### config.mk
export PLATFORM = sky130hd
export DESIGN_NAME = id_decode_pipe
export DESIGN_NICKNAME = d
export VERILOG_FILES = /design/src/rtl/id_decode_pipe.sv
export SDC_FILE = /design/constraint.sdc
export NUM_CORES = 1
export LEC_CHECK = 0
export BUFFER_PORTS_ARGS = -buffer_cell sky130_fd_sc_hd__clkbuf_2
export CORE_MARGIN = 4
export CORE_UTILIZATION = 40
export CTS_CLUSTER_DIAMETER = 80
export CTS_CLUSTER_SIZE = 10
export DETAILED_ROUTE_END_ITERATION = 10
export GPL_TIMING_DRIVEN = 1
export PLACE_DENSITY = 0.74
export SYNTH_ARGS = -nofsm -noshare
export SYNTH_HDL_FRONTEND = slang
export SYNTH_SLANG_ARGS = --single-unit
### constraint.sdc
create_clock -name clk -period 3 [get_ports clk]
set_clock_uncertainty 0.05 [all_clocks]
set_input_delay 0.3 -clock clk [delete_from_list [all_inputs] [get_ports clk]]
set_output_delay 0.3 -clock clk [all_outputs]
set_load 0.005 [all_outputs]
### src/rtl/id_decode_pipe.sv
// id_decode_pipe
// Decode stage with a built-in ID/EX output register. Decodes an RV32I subset
// (OP, OP-IMM, LUI, AUIPC, LOAD, STORE, JAL) and reads the register file
// combinationally. It builds ALU operands and control, and inserts bubbles for
// load-use hazards. Valid/ready handshakes are used on both sides.
//
// Optional feature: define ID_FWD_EN to add an execute-stage forwarding port.
// A forwarded value replaces register file data for rs1/rs2 on an address match.
//
// Ports
//   clk, rst                     clock, synchronous active-high reset
//   in_valid_i / in_ready_o      upstream handshake (IF/ID register)
//   in_pc_i, in_inst_i           instruction PC and word
//   flush_i                      kill held and incoming instruction
//   reg{1,2}_raddr_o             rs1/rs2 addresses, combinational from in_inst_i
//   reg{1,2}_rdata_i             register file data, same cycle
//   ex_fwd_{we,waddr,wdata}_i    forwarding port (ID_FWD_EN only)
//   out_valid_o / out_ready_i    downstream handshake (execute stage)
//   out_pc_o, op_a_o, op_b_o     PC and ALU operands
//   st_data_o                    store data
//   reg_waddr_o, reg_we_o        destination register and write enable
//   mem_re_o, mem_we_o           load / store flags
//   illegal_o                    undecodable instruction
//   alu_ctrl_o                   ADD=0 SUB=1 SLL=2 SLT=3 SLTU=4 XOR=5 SRL=6
//                                SRA=7 OR=8 AND=9 PASSB=10
module id_decode_pipe #(
    parameter int XLEN    = 32,
    parameter int RADDR_W = 5
) (
    input  logic               clk,
    input  logic               rst,
    input  logic               in_valid_i,
    output logic               in_ready_o,
    input  logic [XLEN-1:0]    in_pc_i,
    input  logic [31:0]        in_inst_i,
    input  logic               flush_i,
    output logic [RADDR_W-1:0] reg1_raddr_o,
    output logic [RADDR_W-1:0] reg2_raddr_o,
    input  logic [XLEN-1:0]    reg1_rdata_i,
    input  logic [XLEN-1:0]    reg2_rdata_i,
`ifdef ID_FWD_EN
    input  logic               ex_fwd_we_i,
    input  logic [RADDR_W-1:0] ex_fwd_waddr_i,
    input  logic [XLEN-1:0]    ex_fwd_wdata_i,
`endif
    output logic               out_valid_o,
    input  logic               out_ready_i,
    output logic [XLEN-1:0]    out_pc_o,
    output logic [XLEN-1:0]    op_a_o,
    output logic [XLEN-1:0]    op_b_o,
    output logic [XLEN-1:0]    st_data_o,
    output logic [RADDR_W-1:0] reg_waddr_o,
    output logic               reg_we_o,
    output logic               mem_re_o,
    output logic               mem_we_o,
    output logic               illegal_o,
    output logic [4:0]         alu_ctrl_o
);

    localparam logic [6:0] OPC_OP    = 7'b0110011;
    localparam logic [6:0] OPC_OPIMM = 7'b0010011;
    localparam logic [6:0] OPC_LUI   = 7'b0110111;
    localparam logic [6:0] OPC_AUIPC = 7'b0010111;
    localparam logic [6:0] OPC_LOAD  = 7'b0000011;
    localparam logic [6:0] OPC_STORE = 7'b0100011;
    localparam logic [6:0] OPC_JAL   = 7'b1101111;

    localparam logic [4:0] ALU_ADD   = 5'd0;
    localparam logic [4:0] ALU_SUB   = 5'd1;
    localparam logic [4:0] ALU_SLL   = 5'd2;
    localparam logic [4:0] ALU_SLT   = 5'd3;
    localparam logic [4:0] ALU_SLTU  = 5'd4;
    localparam logic [4:0] ALU_XOR   = 5'd5;
    localparam logic [4:0] ALU_SRL   = 5'd6;
    localparam logic [4:0] ALU_SRA   = 5'd7;
    localparam logic [4:0] ALU_OR    = 5'd8;
    localparam logic [4:0] ALU_AND   = 5'd9;
    localparam logic [4:0] ALU_PASSB = 5'd10;

    localparam logic [0:0] LD_NONE   = 1'b0;
    localparam logic [0:0] LD_SHADOW = 1'b1;

    // ------------------------------------------------------------------
    // Instruction fields
    // ------------------------------------------------------------------
    logic [6:0]         opcode;
    logic [2:0]         funct3;
    logic [6:0]         funct7;
    logic [RADDR_W-1:0] rd, rs1, rs2;
    logic [XLEN-1:0]    imm_i, imm_s, imm_u, shamt;

    assign opcode = in_inst_i[6:0];
    assign funct3 = in_inst_i[14:12];
    assign funct7 = in_inst_i[31:25];
    assign rd     = RADDR_W'(in_inst_i[11:7]);
    assign rs1    = RADDR_W'(in_inst_i[19:15]);
    assign rs2    = RADDR_W'(in_inst_i[24:20]);
    assign imm_i  = XLEN'($signed(in_inst_i[31:20]));
    assign imm_s  = XLEN'($signed({in_inst_i[31:25], in_inst_i[11:7]}));
    assign imm_u  = XLEN'($signed({in_inst_i[31:12], 12'b0}));
    assign shamt  = XLEN'(in_inst_i[24:20]);

    assign reg1_raddr_o = rs1;
    assign reg2_raddr_o = rs2;

    // ------------------------------------------------------------------
    // Operand sources (optionally bypassed from execute)
    // ------------------------------------------------------------------
    logic [XLEN-1:0] rs1_val, rs2_val;

`ifdef ID_FWD_EN
    logic fwd_ok;
    assign fwd_ok  = ex_fwd_we_i & (ex_fwd_waddr_i != '0);
    assign rs1_val = (fwd_ok && ex_fwd_waddr_i == rs1) ? ex_fwd_wdata_i : reg1_rdata_i;
    assign rs2_val = (fwd_ok && ex_fwd_waddr_i == rs2) ? ex_fwd_wdata_i : reg2_rdata_i;
`else
    assign rs1_val = reg1_rdata_i;
    assign rs2_val = reg2_rdata_i;
`endif

    // ------------------------------------------------------------------
    // Decode
    // ------------------------------------------------------------------
    logic [XLEN-1:0] op_a_d, op_b_d, st_d;
    logic            we_d, re_d, wm_d, ill_d, use1_d, use2_d;
    logic [4:0]      alu_d;

    always_comb begin
        op_a_d = '0;
        op_b_d = '0;
        st_d   = '0;
        we_d   = 1'b0;
        re_d   = 1'b0;
        wm_d   = 1'b0;
        ill_d  = 1'b0;
        use1_d = 1'b0;
        use2_d = 1'b0;
        alu_d  = ALU_ADD;
        case (opcode)
            OPC_OP: begin
                if (funct7 == 7'h00 || funct7 == 7'h20) begin
                    use1_d = 1'b1;
                    use2_d = 1'b1;
                    op_a_d = rs1_val;
                    op_b_d = rs2_val;
                    we_d   = 1'b1;
                    case (funct3)
                        3'b000:  alu_d = funct7[5] ? ALU_SUB : ALU_ADD;
                        3'b001:  alu_d = ALU_SLL;
                        3'b010:  alu_d = ALU_SLT;
                        3'b011:  alu_d = ALU_SLTU;
                        3'b100:  alu_d = ALU_XOR;
                        3'b101:  alu_d = funct7[5] ? ALU_SRA : ALU_SRL;
                        3'b110:  alu_d = ALU_OR;
                        default: alu_d = ALU_AND;
                    endcase
                end else begin
                    ill_d = 1'b1;
                end
            end
            OPC_OPIMM: begin
                use1_d = 1'b1;
                op_a_d = rs1_val;
                // Shifts carry shamt in the imm field; bit 30 only picks SRA.
                op_b_d = (funct3 == 3'b001 || funct3 == 3'b101) ? shamt : imm_i;
                we_d   = 1'b1;
                case (funct3)
                    3'b000:  alu_d = ALU_ADD;
                    3'b001:  alu_d = ALU_SLL;
                    3'b010:  alu_d = ALU_SLT;
                    3'b011:  alu_d = ALU_SLTU;
                    3'b100:  alu_d = ALU_XOR;
                    3'b101:  alu_d = in_inst_i[30] ? ALU_SRA : ALU_SRL;
                    3'b110:  alu_d = ALU_OR;
                    default: alu_d = ALU_AND;
                endcase
            end
            OPC_LUI: begin
                op_b_d = imm_u;
                alu_d  = ALU_PASSB;
                we_d   = 1'b1;
            end
            OPC_AUIPC: begin
                op_a_d = in_pc_i;
                op_b_d = imm_u;
                we_d   = 1'b1;
            end
            OPC_LOAD: begin
                use1_d = 1'b1;
                op_a_d = rs1_val;
                op_b_d = imm_i;
                re_d   = 1'b1;
                we_d   = 1'b1;
            end
            OPC_STORE: begin
                use1_d = 1'b1;
                use2_d = 1'b1;
                op_a_d = rs1_val;
                op_b_d = imm_s;
                st_d   = rs2_val;
                wm_d   = 1'b1;
            end
            OPC_JAL: begin
                op_a_d = in_pc_i;
                op_b_d = XLEN'(4);
                we_d   = 1'b1;
            end
            default: ill_d = 1'b1;
        endcase
        if (rd == '0) we_d = 1'b0;
    end

    // ------------------------------------------------------------------
    // Output register and load-use tracking
    // ------------------------------------------------------------------
    logic               out_valid_q;
    logic [XLEN-1:0]    pc_q, op_a_q, op_b_q, st_q;
    logic [RADDR_W-1:0] waddr_q;
    logic               we_q, re_q, wm_q, ill_q;
    logic [4:0]         alu_q;
    logic [0:0]         state_q, state_d;
    logic [RADDR_W-1:0] shadow_rd_q, shadow_rd_d;

    logic ld_held, ld_leave, hazard, accept;

    // A load with a real destination sitting in the output register.
    assign ld_held  = out_valid_q & re_q & (waddr_q != '0);
    assign ld_leave = ld_held & out_ready_i;

    function automatic logic pending(input logic [RADDR_W-1:0] r,
                                     input logic ld_h, input logic [RADDR_W-1:0] held_rd,
                                     input logic shadow, input logic [RADDR_W-1:0] sh_rd);
        return (r != '0) && ((ld_h && r == held_rd) || (shadow && r == sh_rd));
    endfunction

    assign hazard = (use1_d & pending(rs1, ld_held, waddr_q, state_q == LD_SHADOW, shadow_rd_q)) |
                    (use2_d & pending(rs2, ld_held, waddr_q, state_q == LD_SHADOW, shadow_rd_q));

    assign in_ready_o = !hazard && !flush_i && (!out_valid_q || out_ready_i);
    assign accept     = in_valid_i & in_ready_o;

    // The shadow covers the cycle after a load leaves, while its data is
    // still in flight in execute. A load leaving during a shadow cycle
    // re-arms it with the new rd.
    always_comb begin
        state_d     = LD_NONE;
        shadow_rd_d = shadow_rd_q;
        if (!flush_i && ld_leave) begin
            state_d     = LD_SHADOW;
            shadow_rd_d = waddr_q;
        end
    end

    always_ff @(posedge clk) begin
        if (rst) begin
            out_valid_q <= 1'b0;
            pc_q        <= '0;
            op_a_q      <= '0;
            op_b_q      <= '0;
            st_q        <= '0;
            waddr_q     <= '0;
            we_q        <= 1'b0;
            re_q        <= 1'b0;
            wm_q        <= 1'b0;
            ill_q       <= 1'b0;
            alu_q       <= ALU_ADD;
            state_q     <= LD_NONE;
            shadow_rd_q <= '0;
        end else begin
            state_q     <= state_d;
            shadow_rd_q <= shadow_rd_d;
            if (flush_i) begin
                out_valid_q <= 1'b0;
            end else if (accept) begin
                out_valid_q <= 1'b1;
                pc_q        <= in_pc_i;
                op_a_q      <= op_a_d;
                op_b_q      <= op_b_d;
                st_q        <= st_d;
                waddr_q     <= rd;
                we_q        <= we_d;
                re_q        <= re_d;
                wm_q        <= wm_d;
                ill_q       <= ill_d;
                alu_q       <= alu_d;
            end else if (out_ready_i) begin
                out_valid_q <= 1'b0;
            end
        end
    end

    assign out_valid_o = out_valid_q;
    assign out_pc_o    = pc_q;
    assign op_a_o      = op_a_q;
    assign op_b_o      = op_b_q;
    assign st_data_o   = st_q;
    assign reg_waddr_o = waddr_q;
    assign reg_we_o    = we_q;
    assign mem_re_o    = re_q;
    assign mem_we_o    = wm_q;
    assign illegal_o   = ill_q;
    assign alu_ctrl_o  = alu_q;

endmodule

=== After elaboration in Yosys (flattened, before gate mapping) ===
Index checks and enable logic that the tools add are counted.

* Eq/ne operators: 18
* Mux-type cells: 24
* Bitwise gates (word level): 8
* Reductions and logical operators: 31

{| class="wikitable"
|+ Operator list
! operator !! count
|-
| $pmux W32 S6 || 1
|-
| $mux W32 || 4
|-
| $pmux W32 S3 || 1
|-
| $pmux W4 S7 || 2
|-
| $eq A7 B6 Y1 const B || 4
|-
| $eq A5 B5 Y1 || 4
|-
| $reduce_bool A5 Y1 || 3
|-
| $eq A7 B5 Y1 const B || 2
|-
| $pmux W4 S3 || 1
|-
| $mux W1 || 10
|-
| $eq A3 B3 Y1 const B || 3
|-
| $logic_and A1 B1 Y1 || 9
|-
| $pmux W1 S2 || 4
|-
| $eq A7 B2 Y1 const B || 1
|-
| $eq A7 B7 Y1 const B || 1
|-
| $logic_not A7 Y1 || 1
|-
| $and A1 B1 Y1 || 6
|-
| $eq A3 B2 Y1 const B || 2
|-
| $reduce_or A2 Y1 || 3
|-
| $reduce_or A6 Y1 || 1
|-
| $logic_not A5 Y1 || 1
|-
| $logic_or A1 B1 Y1 || 5
|-
| $reduce_or A5 Y1 || 1
|-
| $mux W4 || 1
|-
| 8 further kinds || 10
|}

* Register bits after elaboration: 149
* Input port bits: 133
* Output and inout bits: 154
* Logic and storage cells: 94

=== Logic depth before layout (Yosys ltp) ===
* Depth after elaboration: 12
* Gate-level depth with buffers: 10
* Depth with buffers taken out: 6

=== Worst setup path after synthesis ===
OpenSTA, ideal clock, no wires.

* Path type: input-to-output
* Start: input in_inst_i[25]
* End: output in_ready_o
* Arrival time: 2.110 ns
* Required time: 2.650 ns
* Setup slack: 0.540 ns
* Cell stages on the path: 8
* Path buffers: 3
* Cells stage by stage: or4_4 -> o311ai_4 -> o211ai_1 -> a21o_1 -> buf_2 -> buf_2 -> buf_2 -> and3_1

* Longest elaborated chain between the ends: 9
* Elaborated cells between the ends (all ways): 12
* Those cells by class: 1 x eq/ne; 3 x mux; 3 x bitwise; 5 x reduce/logical

{| class="wikitable"
|+ Ends and longest elaborated chain
! element !! RTL line !! text
|-
| from (decl) || 35 || <nowiki>input logic [31:0] in_inst_i,</nowiki>
|-
| $eq A7 B6 Y1 / $logic_not A7 Y1 (equally long branches) || 141 || <nowiki>if (funct7 == 7'h00 || funct7 == 7'h20) begin</nowiki>
|-
| $logic_or A1 B1 Y1 (*) || 141 ||
|-
| $mux W1 (*) || 141 ||
|-
| $pmux W1 S2 || 139 || <nowiki>case (opcode)</nowiki>
|-
| $and A1 B1 Y1, on equally long branches || 236, 237 ||
|-
| $or A1 B1 Y1 (*) || 236 || <nowiki>assign hazard = (use1_d & pending(rs1, ld_held, waddr_q, state_q == LD_SHADOW, shadow_rd_q)) |</nowiki>
|-
| $logic_not A1 Y1 (*) || 239 || <nowiki>assign in_ready_o = !hazard && !flush_i && (!out_valid_q || out_ready_i);</nowiki>
|-
| $logic_and A1 B1 Y1 (*) (2 in series) || 239 ||
|-
| to (decl) || 33 || <nowiki>output logic in_ready_o,</nowiki>
|}

Mark *: on every way between the ends. The rest lies on a longest branch, timed or not.

=== Worst setup path in the final report ===
* Start: register waddr_q[3], in the netlist reg_waddr_o[3]
* End: output in_ready_o

* Longest elaborated chain between the ends: 10
* Elaborated cells between the ends (all ways): 16
* Those cells by class: 2 x eq/ne; 4 x bitwise; 10 x reduce/logical

{| class="wikitable"
|+ Ends and longest elaborated chain
! element !! RTL line !! text
|-
| from (decl) || 218 || <nowiki>logic [RADDR_W-1:0] waddr_q;</nowiki>
|-
| from (signal assigned) || 280 || <nowiki>waddr_q <= rd;</nowiki>
|-
| $reduce_bool A5 Y1 || 227 || <nowiki>assign ld_held = out_valid_q & re_q & (waddr_q != '0);</nowiki>
|-
| $and A1 B1 Y1 || 227 ||
|-
| $logic_and A1 B1 Y1 || 233 || <nowiki>return (r != '0) && ((ld_h && r == held_rd) || (shadow && r == sh_rd));</nowiki>
|-
| $logic_or A1 B1 Y1 || 233 ||
|-
| $logic_and A1 B1 Y1 || 233 ||
|-
| $and A1 B1 Y1, on equally long branches || 236, 237 ||
|-
| $or A1 B1 Y1 (*) || 236 ||
|-
| $logic_not A1 Y1 (*) || 239 ||
|-
| $logic_and A1 B1 Y1 (*) (2 in series) || 239 ||
|}

Marks and branches as above.

==> results.ini <==
[timing]
worst_slack_ns=0.1666
slew_viol_final=0
finalSetupViolCount=0
setup_tns_ns=0
period_share_pct=94.45
rsz0062_at_grt=no
final-hold-violation-count=0
relSlewSlack_pct=49.05
max_freq_ghz=0.3529
fin_crit_ns=2.833
tightest_slew_ns=0.7642

[cts]
cts-htree-levels=4
holdBufCountCts=0
clock_latency_ns=0.42
clk_pin_slew_worst_paths_ns=0.06
cts_root_buf=clkbuf_16
numClockSinks=148
cts-buffers-inserted=17
cts_max_path_buffers=2
cts_tree=built

[detailed_routing]
drtIter0Drc=629
drcViolationCount=0
num_vias=7931
wire_per_inst_um=22.10
viasPerCell=6.284
wl_mm=27.89
drtPass1Iterations=5
drtAntennaViolNets=0

[synth]
syn_nets=931
yosysWarningCount=0
synth_top_flop_cell=dfxtp_1
synth-edff-count=0
synth.distinct_cells=54
ys_ff_latch=148
seq_area_frac_synth_pct=40.38
synthCells=798
async_flop_share_pct=0
syn_area_um2=7338
avgSynthCellArea_um2=9.196

[placement]
dp_slack_ns=0.2790
gp_congestion=0.9395
placement.io_buffers=285
hpwl_mm=19.86

[pwr]
cellPowerDensity_nw_per_um2=520.4
vdd_drop_max_v=0.0004006
leakage_nw=3.838

[worst_setup_path]
r2r_slack_ns=0.25
cp.arrival_ns=2.48
max_stage_delay_ns=0.57
path_cells=or4_1, o211ai_1, buf_4, or4_4, a21o_4, and3_1, clkbuf_2
cp-end-kind=output pin
cp_data_required_time_ns=2.65
critPathKind=reg -> out
crit_fanout=10
worstSetupStartpointType=flip-flop
crit_slowest_cell=or4_4

[global_route]
grt_max_degree=59
grt.total_usage_pct=25.69
grt_pass1_vias=7287
antenna_found_initial=0
grt-ovfl-total=0
grt_pass1_wl_mm=41.72

[final_layout]
multi_input_area_um2=3867
final_cell_mix=clkbuf_2 (284), dfxtp_1 (146), a31oi_1 (66), nand2_1 (47), a21oi_1 (41)
layout-drive-gt1-share_pct=43.37
finalNetCount=1154
num-fill-cells=1672
syn_to_final_growth_pct=30.30
final_common_cell=clkbuf_2
regArea_um2=2965
diodes=0
final_core_util_pct=53.05

[floorplan]
core_um2=18020
pin_count=287
initial_utilization_pct=40.71
die_y_um=143.4
fp-row-count=49
die_w_um=143.4
die_area_um2=20580

[worst_hold_path]
min_path_type=in -> reg

[run_status]
outcome=finished, final reports clean

[job]
drv_cap=0

==> final timing paths <==
check,to,depth (start not counted),start
max,in_ready_o,7,reg_waddr_o[3]
min,out_valid_o,2,flush_i
max reg2reg,st_data_o[3],9,reg_waddr_o[0]
min reg2reg,alu_ctrl_o[0],2,alu_ctrl_o[0]
==> cell usage after synthesis (all sizes together) (2+ instances only) <==
library cell	n	area, µm²
xnor2	8	70.07
inv	4	15.01
a211oi	58	635.6
a32oi	33	289.0
or2	2	12.51
o21ai	3	15.01
xor2	12	105.1
clkbuf	77	289.0
nand2	48	180.2
mux2i	10	100.1
o211ai	4	35.03
nor2	13	48.80
a22oi	10	75.07
a31o	32	280.3
a21oi	43	219.0
nand4	38	237.7
a31oi	66	412.9
nor3	5	30.03
nor2b	3	18.77
and2	3	18.77
or4	7	56.30
nor4	37	231.5
buf	45	275.3
nand3	5	30.03
a311oi	8	70.07
o31ai	38	285.3
a221oi	20	175.2
dfxtp	148	2963
and3	3	18.77
==> layout make-up <==
type / count / area share (%)
timing repair buffer: 325 / 18.87
sequential: 148 / 31.01
inverter: 4 / 0.1570
clock buffer: 19 / 4.632
tap: 229 / 2.997
clock inverter: 12 / 1.884
multi-input combinational: 525 / 40.45
==> routing by layer <==
| layer | vias to the layer above | part of all wire [%] | routed length (µm) | track usage [%] |
|---|---|---|---|---|
| met1 | 3791 | 40 | 11040 | 33.08 |
| met4 | 0 | 3.8 | 1058 | 10.41 |
| met3 | 60 | 9.9 | 2766 | 6.589 |
| li1 | 3623 | - | - | - |
| met5 | - | 0 | 0 | 0 |
| met2 | 457 | 47 | 13030 | 41.23 |
==> timing repair <==
action | 4_1_cts | 5_1_grt
gates resized for setup | 2 | 5
pin swaps | 0 | 3
setup buffers | 0 | 3
gates cloned | 0 | 1
endpoints found under the hold margin | 0 | 0
setup endpoints to repair | 1 | 1
==> worst max-delay path, delay by kind of cell (launching register included) <==
kind	cells	cell delay [ns]
buffers and inverters	2	0.31
flip-flops	1	0.40
AND/OR/NAND/NOR	3	0.88
AO/OA/AOI/OAI	2	0.47
==> logic make-up (layout without fill, tap and decap cells) <==
kind of cell | count (synthesis) | in the layout | share of synthesized area, %
AO/OA/AOI/OAI | 323 | 324 | 35.17
AND/OR/NAND/NOR | 169 | 169 | 12.60
flip-flops | 148 | 148 | 40.38
buffers and inverters | 126 | 360 | 7.894
XOR/XNOR | 20 | 20 | 2.387
multiplexers | 11 | 11 | 1.518
other | 1 | 1 | 0.05110
==> power by group <==
| part | total [mW] | internal [mW] | switching [mW] |
|---|---|---|---|
| Sequential | 2.09 | 2.04 | 0.0493 |
| Clock | 2.28 | 1.41 | 0.867 |
| Combinational | 0.601 | 0.251 | 0.350 |
==> state kept, by name (all words and copies together), names as in the netlist <==
name	flops
illegal_o	1
op_b_o	32
shadow_rd_q	5
out_pc_o	32
reg_waddr_o	5
mem_re_o	1
out_valid_o	1
state_q	1
st_data_o	32
op_a_o	32
reg_we_o	1
alu_ctrl_o	4
mem_we_o	1
==> metrics by stage <==
stage          hold slack (ns)  cell area, µm²  total power [mW]  cells
4_1_cts                0.01127            9515             5.005   1258
6_report               0.03518            9562             4.976   1262
3_3_place_gp            0.3983            8882             2.723   1227
2_1_floorplan           0.3293            7338             2.431    798
3_5_place_dp            0.4091            8882             2.732   1227
5_1_grt                0.03488            9562             5.156   1262
(Power assumes the default switching activity.)
